## src/rtl/serial_code_receiver_pkg.sv

```systemverilog
// Shared definitions for the serial code receiver: frame geometry and FSM state encodings.
package serial_code_receiver_pkg;

  localparam int DATA_BITS        = 5;
  localparam int DEF_CLKS_PER_BIT = 16;

  typedef enum logic [2:0] {
    ST_IDLE   = 3'd0,
    ST_START  = 3'd1,
    ST_DATA   = 3'd2,
    ST_PARITY = 3'd3,
    ST_STOP   = 3'd4
  } state_t;

endpackage

```

## src/rtl/serial_code_receiver_if.sv

```systemverilog
// Serial line in, decoded code/parity and status pulses out toward Display.
interface serial_code_receiver_if;
  import serial_code_receiver_pkg::*;

  logic                 rx;
  logic [DATA_BITS-1:0] E;
  logic                 P;
  logic                 frame_ready;
  logic                 frame_err;
  logic                 busy;

  modport master (output rx, input E, P, frame_ready, frame_err, busy);
  modport slave  (input rx, output E, P, frame_ready, frame_err, busy);

endinterface

```

## src/rtl/serial_code_receiver_rx_sync.sv

```systemverilog
// Two-flop synchronizer for the asynchronous rx line; resets to the idle level (1).
module rx_sync (
  input  logic clk,
  input  logic rst,
  input  logic d,
  output logic q
);

  logic meta_q;
  logic sync_q;

  always_ff @(posedge clk or posedge rst) begin
    if (rst) begin
      meta_q <= 1'b1;
      sync_q <= 1'b1;
    end else begin
      meta_q <= d;
      sync_q <= meta_q;
    end
  end

  assign q = sync_q;

endmodule

```

## src/rtl/serial_code_receiver.sv

```systemverilog
// Receives one start/5-data/parity/stop frame on rx and presents the code and parity to Display.
// States: IDLE wait start | START verify start mid-bit | DATA shift 5 bits | PARITY hold P | STOP check stop bit
module serial_code_receiver
  import serial_code_receiver_pkg::*;
#(
  parameter int CLKS_PER_BIT = DEF_CLKS_PER_BIT
) (
  input  logic                   clk,
  input  logic                   rst,
  serial_code_receiver_if.slave  bus
);

  localparam int             CW       = $clog2(CLKS_PER_BIT);
  localparam logic [CW-1:0]  MID      = CW'(CLKS_PER_BIT / 2 - 1);
  localparam logic [CW-1:0]  LAST     = CW'(CLKS_PER_BIT - 1);
  localparam logic [2:0]     LAST_BIT = 3'(DATA_BITS - 1);

  logic                 rx_s;
  state_t               state_q, state_d;
  logic [CW-1:0]        cnt_q, cnt_d;
  logic [2:0]           bit_q, bit_d;
  logic [DATA_BITS-1:0] shift_q, shift_d;
  logic                 par_q, par_d;
  logic [DATA_BITS-1:0] e_q, e_d;
  logic                 p_q, p_d;
  logic                 rdy_q, rdy_d;
  logic                 err_q, err_d;
  logic                 busy_q, busy_d;

  rx_sync u_rx_sync (
    .clk (clk),
    .rst (rst),
    .d   (bus.rx),
    .q   (rx_s)
  );

  always_comb begin
    state_d = state_q;
    cnt_d   = (cnt_q == LAST) ? '0 : cnt_q + CW'(1);
    bit_d   = bit_q;
    shift_d = shift_q;
    par_d   = par_q;
    e_d     = e_q;
    p_d     = p_q;
    rdy_d   = 1'b0;
    err_d   = 1'b0;

    case (state_q)
      ST_IDLE: begin
        cnt_d = '0;
        if (!rx_s) state_d = ST_START;
      end
      ST_START: begin
        if (cnt_q == MID) begin
          cnt_d = '0;
          if (!rx_s) begin
            state_d = ST_DATA;
            bit_d   = '0;
          end else begin
            state_d = ST_IDLE;
          end
        end
      end
      // Counter restarts at the start-bit mid point, so LAST lands on each later mid-bit.
      ST_DATA: begin
        if (cnt_q == LAST) begin
          shift_d = {rx_s, shift_q[DATA_BITS-1:1]};
          if (bit_q == LAST_BIT) begin
            bit_d   = '0;
            state_d = ST_PARITY;
          end else begin
            bit_d = bit_q + 3'd1;
          end
        end
      end
      ST_PARITY: begin
        if (cnt_q == LAST) begin
          par_d   = rx_s;
          state_d = ST_STOP;
        end
      end
      ST_STOP: begin
        if (cnt_q == LAST) begin
          state_d = ST_IDLE;
          if (rx_s) begin
            e_d   = shift_q;
            p_d   = par_q;
            rdy_d = 1'b1;
          end else begin
            err_d = 1'b1;
          end
        end
      end
      default: state_d = ST_IDLE;
    endcase

    busy_d = (state_d != ST_IDLE);
  end

  always_ff @(posedge clk or posedge rst) begin
    if (rst) begin
      state_q <= ST_IDLE;
      cnt_q   <= '0;
      bit_q   <= '0;
      shift_q <= '0;
      par_q   <= 1'b0;
      e_q     <= '0;
      p_q     <= 1'b0;
      rdy_q   <= 1'b0;
      err_q   <= 1'b0;
      busy_q  <= 1'b0;
    end else begin
      state_q <= state_d;
      cnt_q   <= cnt_d;
      bit_q   <= bit_d;
      shift_q <= shift_d;
      par_q   <= par_d;
      e_q     <= e_d;
      p_q     <= p_d;
      rdy_q   <= rdy_d;
      err_q   <= err_d;
      busy_q  <= busy_d;
    end
  end

  assign bus.E           = e_q;
  assign bus.P           = p_q;
  assign bus.frame_ready = rdy_q;
  assign bus.frame_err   = err_q;
  assign bus.busy        = busy_q;

endmodule

```

## src/flat_wrapper.sv

```systemverilog
// flat-port wrapper written by rule: the top's interface ports become plain ports
module serial_code_receiver_flat import serial_code_receiver_pkg::*;
#(
  parameter int CLKS_PER_BIT = DEF_CLKS_PER_BIT
)
  (clk, rst, bus_rx, bus_E, bus_P, bus_frame_ready, bus_frame_err, bus_busy);
  serial_code_receiver_if bus_i ();
  input  logic clk;
  input  logic rst;
  input wire logic [$bits(bus_i.rx)-1:0] bus_rx;
  output wire logic [$bits(bus_i.E)-1:0] bus_E;
  output wire logic [$bits(bus_i.P)-1:0] bus_P;
  output wire logic [$bits(bus_i.frame_ready)-1:0] bus_frame_ready;
  output wire logic [$bits(bus_i.frame_err)-1:0] bus_frame_err;
  output wire logic [$bits(bus_i.busy)-1:0] bus_busy;
  assign bus_i.rx = bus_rx;
  assign bus_E = bus_i.E;
  assign bus_P = bus_i.P;
  assign bus_frame_ready = bus_i.frame_ready;
  assign bus_frame_err = bus_i.frame_err;
  assign bus_busy = bus_i.busy;
  serial_code_receiver #(.CLKS_PER_BIT(CLKS_PER_BIT)) u_core (.clk(clk), .rst(rst), .bus(bus_i));
endmodule
```

## config.mk

```make
export PLATFORM = sky130hd
export DESIGN_NAME = serial_code_receiver_flat
export DESIGN_NICKNAME = d
export VERILOG_FILES = /design/src/rtl/serial_code_receiver_pkg.sv /design/src/rtl/serial_code_receiver_if.sv /design/src/rtl/serial_code_receiver_rx_sync.sv /design/src/rtl/serial_code_receiver.sv /design/src/flat_wrapper.sv
export SDC_FILE = /design/constraint.sdc
export NUM_CORES = 1
export LEC_CHECK = 0
export CAP_MARGIN = 0
export CORE_MARGIN = 2
export CORE_UTILIZATION = 59
export CTS_CLUSTER_SIZE = 12
export DETAILED_ROUTE_END_ITERATION = 6
export GPL_TIMING_DRIVEN = 0
export MAX_ROUTING_LAYER = met4
export PLACE_DENSITY_LB_ADDON = 0.3
export SYNTH_ARGS = -nofsm -noshare
export SYNTH_HDL_FRONTEND = slang
export SYNTH_HIERARCHICAL = 1
export SYNTH_SLANG_ARGS = --single-unit
```

## constraint.sdc

```tcl
create_clock -name clk -period 2.5 [get_ports clk]
set_input_delay 0.375 -clock clk [delete_from_list [all_inputs] [get_ports clk]]
set_output_delay 0.375 -clock clk [all_outputs]
set_load 0.005 [all_outputs]
```

==> results by stage <==
Place:
- Summed over all nets, the half-perimeter wirelength after detailed placement is ~1700 um.
- The number of buffers added on ports is 11.
- Prior to clock tree synthesis, the placed netlist has a worst setup slack of approximately 0.65 ns.
- The final weighted congestion in routability-driven placement is 0.832.
- Summing all placed instances gives a cell area of approximately 0.0014 mm^2.

Worst setup path:
- For flop-to-flop paths, the worst setup slack is 0.61 ns.
- Data on the critical path is required at its endpoint by roughly 2.7 ns.
- The terminus of the critical flop-to-flop path is u_core/bus.E[3].
- Walking the worst path, the cells encountered are ha_1, and3_1, nand4_1, mux2_2.
- STA classifies the critical path startpoint as a flip-flop.
- The kind of end point of the critical path is a flip-flop.
- STA puts the critical path data arrival time at roughly 2.1 ns.
- The slowest library cell on the worst path is dfrtp_1.
- The worst-path maximum fanout is 8.
- Counting cells, the worst reg-to-reg path comes to 4.
- The worst flop-to-flop path startpoint is u_core/cnt_q[0].
- The peak per-stage delay on the critical path is 0.42 ns.
- The critical path is of the reg2reg type.

Yosys:
- The share of synthesized registers carrying an async set or reset is 1.00.
- The share of the Yosys chip area taken by registers is 0.552.
- The gate count of the mapped netlist is a little over 100.
- After synthesis, the mean cell area works out to about 12 um^2.
- The count of synthesis-stage warnings from yosys is 6.
- The synthesized netlist net count is roughly 110.
- The count of cell types in the netlist is 36.
- The number of flops mapped to enable cells by yosys is 0.
- The count of state elements after synthesis is 27.
- The mapped netlist covers roughly 0.0012 mm^2.
- The prevailing post-synth register cell is dfrtp_1.

Global routing:
- The number of antenna violations at the first check in global routing is 0.
- The overflow left after global routing is 0.
- The global-route wire length before repair is between 3000 and 4000 um.
- For this run, the total global-route usage over all layers was measured as 0.222.
- The number of global-route vias before repair is between 800 and 900.
- Entering global routing, the biggest net connects 26 pins.

CTS:
- In this run the clock root is driven by a clkbuf_4.
- The number of H-tree levels is 1.
- Clock tree synthesis inserted a total of 3 buffers.
- The count of buffers added by post-CTS timing repair for setup is 0.
- The number of buffers inserted by hold repair at cts is 0.
- In this run, post-CTS repair resized a total of 0 instances.
- Clock tree synthesis found a total of 27 sinks.
- The maximum clock path buffer count is 2.
- The CTS tree is built.
- For the worst-skew pair, the clock arrives at the later sink with an insertion delay of 0.33 ns.
- After clock tree synthesis, the clock-pin slew on the worst setup and hold paths is about 0.15 ns.

STA:
- Static timing analysis puts the maximum clock frequency at between 500 and 600 MHz.
- The clock arrives with 0.00683 ns of skew.
- The setup TNS after final layout is 0 ns.
- At the pin with the least slew margin, the transition time is ~0.9 ns.
- The worst setup slack after layout is slightly above 0.6 ns.
- Headroom to the max-slew limit came out at 0.399.
- Setup repair after global routing left no endpoint under its margin.
- The number of failing hold endpoints at the final stage came to 0.
- The total count of max-transition violations in the final report is 0.
- The total of endpoints with negative setup slack in the final report is 0.
- The shortest clock period the worst path allows after layout is 1.89 ns.
- Dividing the final minimum period by the clock period gives 0.755.

Finish:
- The layout has roughly 170 filler cells.
- The layout overhead on the synthesized area is 14.2%.
- Once layout is done, the placed cells without fillers occupy roughly 0.0014 mm^2.
- The number of nets in the layout is ~130.
- The ratio of cells with drive above 1 in the final layout is 0.229.
- The library cell used most frequently in the layout, excluding fill and tap cells, is dfrtp_1.
- The total inserted antenna cells is 0.
- The top cell types in the final layout, fill and taps aside, are 25 x dfrtp_1, 12 x mux2_2, 11 x clkdlybuf4s50_1, 7 x inv_1, 5 x nand2_1.

Worst hold path:
- The path class of the tightest hold or removal check is in2async.

Route:
- The number of DRC violations after detailed-routing iteration 0 is 15.
- After detailed routing, the total wire length is between 2000 and 2500 um.
- The number of nets with antenna violations after routing is 0.
- The number of design rule violations left after detail routing is 0.
- After detailed routing, the average wire length per cell comes to about 16 um.
- After detailed routing, the number of vias per cell comes to 5.84.
- The final route contains 847 vias.
- The pre-antenna-repair detailed-routing pass consisted of 4 iterations.

Pwr:
- IR analysis of the VDD net gives a maximum drop of 0.000622 V.
- The power per unit of standard cell area is around 790 mW/mm^2.
- In this run the static leakage power is between 0.6 and 0.7 nW.
- The overall power is about 0.0011 W.

Floorplanning:
- The horizontal extent of the die is between 40 and 50 um.
- The area of the core region is approximately 0.0020 mm^2.
- The die covers about 0.0025 mm^2.
- The number of placement rows is 16.
- The number of ports placed on the die boundary is 12.
- The initial standard-cell utilization of the core is 0.626.
- The vertical die dimension is 49.6 um.

Flow run:
- The reported max-cap violation count is 0.

Outcome:
- The run finished with clean final reports.
==> where the power goes <==
part / internal (W) / leakage [nW] / switching [W]
combinational: 0.000145 / 0.263 / 0.000211
sequential: 0.000506 / 0.352 / 0.0000586
clock: 0.0000613 / 0.0139 / 0.000129
total: 0.000712 / 0.630 / 0.000398
==> synthesized netlist by cell type (2+ instances only) <==
| library cell | number | share of area |
|---|---|---|
| nand3b_1 | 2 | 0.012 |
| buf_2 | 2 | 0.0081 |
| ha_1 | 3 | 0.031 |
| nand3_1 | 2 | 0.0081 |
| dfstp_2 | 2 | 0.043 |
| a21oi_1 | 3 | 0.012 |
| mux2i_1 | 2 | 0.016 |
| nand2_1 | 5 | 0.015 |
| nor2_1 | 4 | 0.012 |
| dfrtp_1 | 25 | 0.51 |
| clkbuf_1 | 2 | 0.0061 |
| a31oi_1 | 3 | 0.015 |
| o21ai_0 | 3 | 0.012 |
| nor2b_1 | 2 | 0.010 |
| nand4_1 | 4 | 0.020 |
| inv_1 | 7 | 0.021 |
| nor3_1 | 2 | 0.0081 |
| mux2_2 | 12 | 0.11 |
==> routing by layer <==
metal  global-route usage  vias up  wire length (um)
met5                    -        -                 0
met2                0.380       18              1240
li1                     -      403                 -
met1                0.256      418               989
met3               0.0394        8                54
met4               0.0926        0                61
==> how the worst max path moves through the flow <==
stage	from	end	slack, ns
after CTS	u_core/cnt_q[0]	u_core/bus.E[3]	0.63
after global placement	u_core/cnt_q[0]	u_core/bus.P	0.70
final	u_core/cnt_q[0]	u_core/bus.E[3]	0.61
after detailed placement	u_core/cnt_q[0]	u_core/bus.E[3]	0.65
after global routing	u_core/cnt_q[0]	u_core/bus.E[3]	0.47
after floorplan	u_core/cnt_q[0]	u_core/bus.E[0]	0.95
==> cell type report <==
| type | count | area [um^2] | share of cell area |
|---|---|---|---|
| Buffer | 6 | 32.5 | 0.0232 |
| Timing Repair Buffer | 11 | 110 | 0.0785 |
| Clock buffer | 3 | 22.5 | 0.0161 |
| Tap cell | 27 | 33.8 | 0.0241 |
| Clock inverter | 1 | 7.51 | 0.00535 |
| Sequential cell | 27 | 678 | 0.483 |
| Inverter | 7 | 26.3 | 0.0187 |
| Multi-Input combinational cell | 63 | 492 | 0.351 |
==> worst max-delay path: cells and delay by family (launching register included) <==
kind | cells | cell delay (ns)
flip-flops | 1 | 0.42
adder cells (fa/ha/maj) | 1 | 0.32
multiplexers | 1 | 0.42
AND/OR/NAND/NOR | 2 | 0.62
==> through the flow <==
stage               std cells  utilization  hold slack, ns
floorplan                 103            -           0.287
CTS                       145        0.715           0.360
global route              145        0.715           0.375
detailed placement        141        0.700           0.351
finish                    145        0.715           0.362
global placement          141        0.700           0.350
==> registers in the layout, summed over array words and instances (netlist names) <==
| signal | cells |
|---|---|
| u_core/bus.busy | 1 |
| u_core/cnt_q | 4 |
| u_core/bus.E | 5 |
| u_core/bus.frame_ready | 1 |
| u_core/state_q | 3 |
| u_core/u_rx_sync/meta_q | 1 |
| u_core/par_q | 1 |
| u_core/bus.P | 1 |
| u_core/bus.frame_err | 1 |
| u_core/shift_q | 5 |
| u_core/bit_q | 3 |
| u_core/u_rx_sync/q | 1 |
==> kinds of logic (layout without fill, tap and decap cells) <==
logic type      Yosys count  in the layout  synth area share
fa+ha+maj                 3              3            0.0306
buf+inv                  13             28            0.0479
simple gates             30             30             0.148
flops                    27             27             0.552
compound gates           16             16            0.0957
mux                      14             14             0.126
Note: power is estimated with default switching activity, not from simulation.
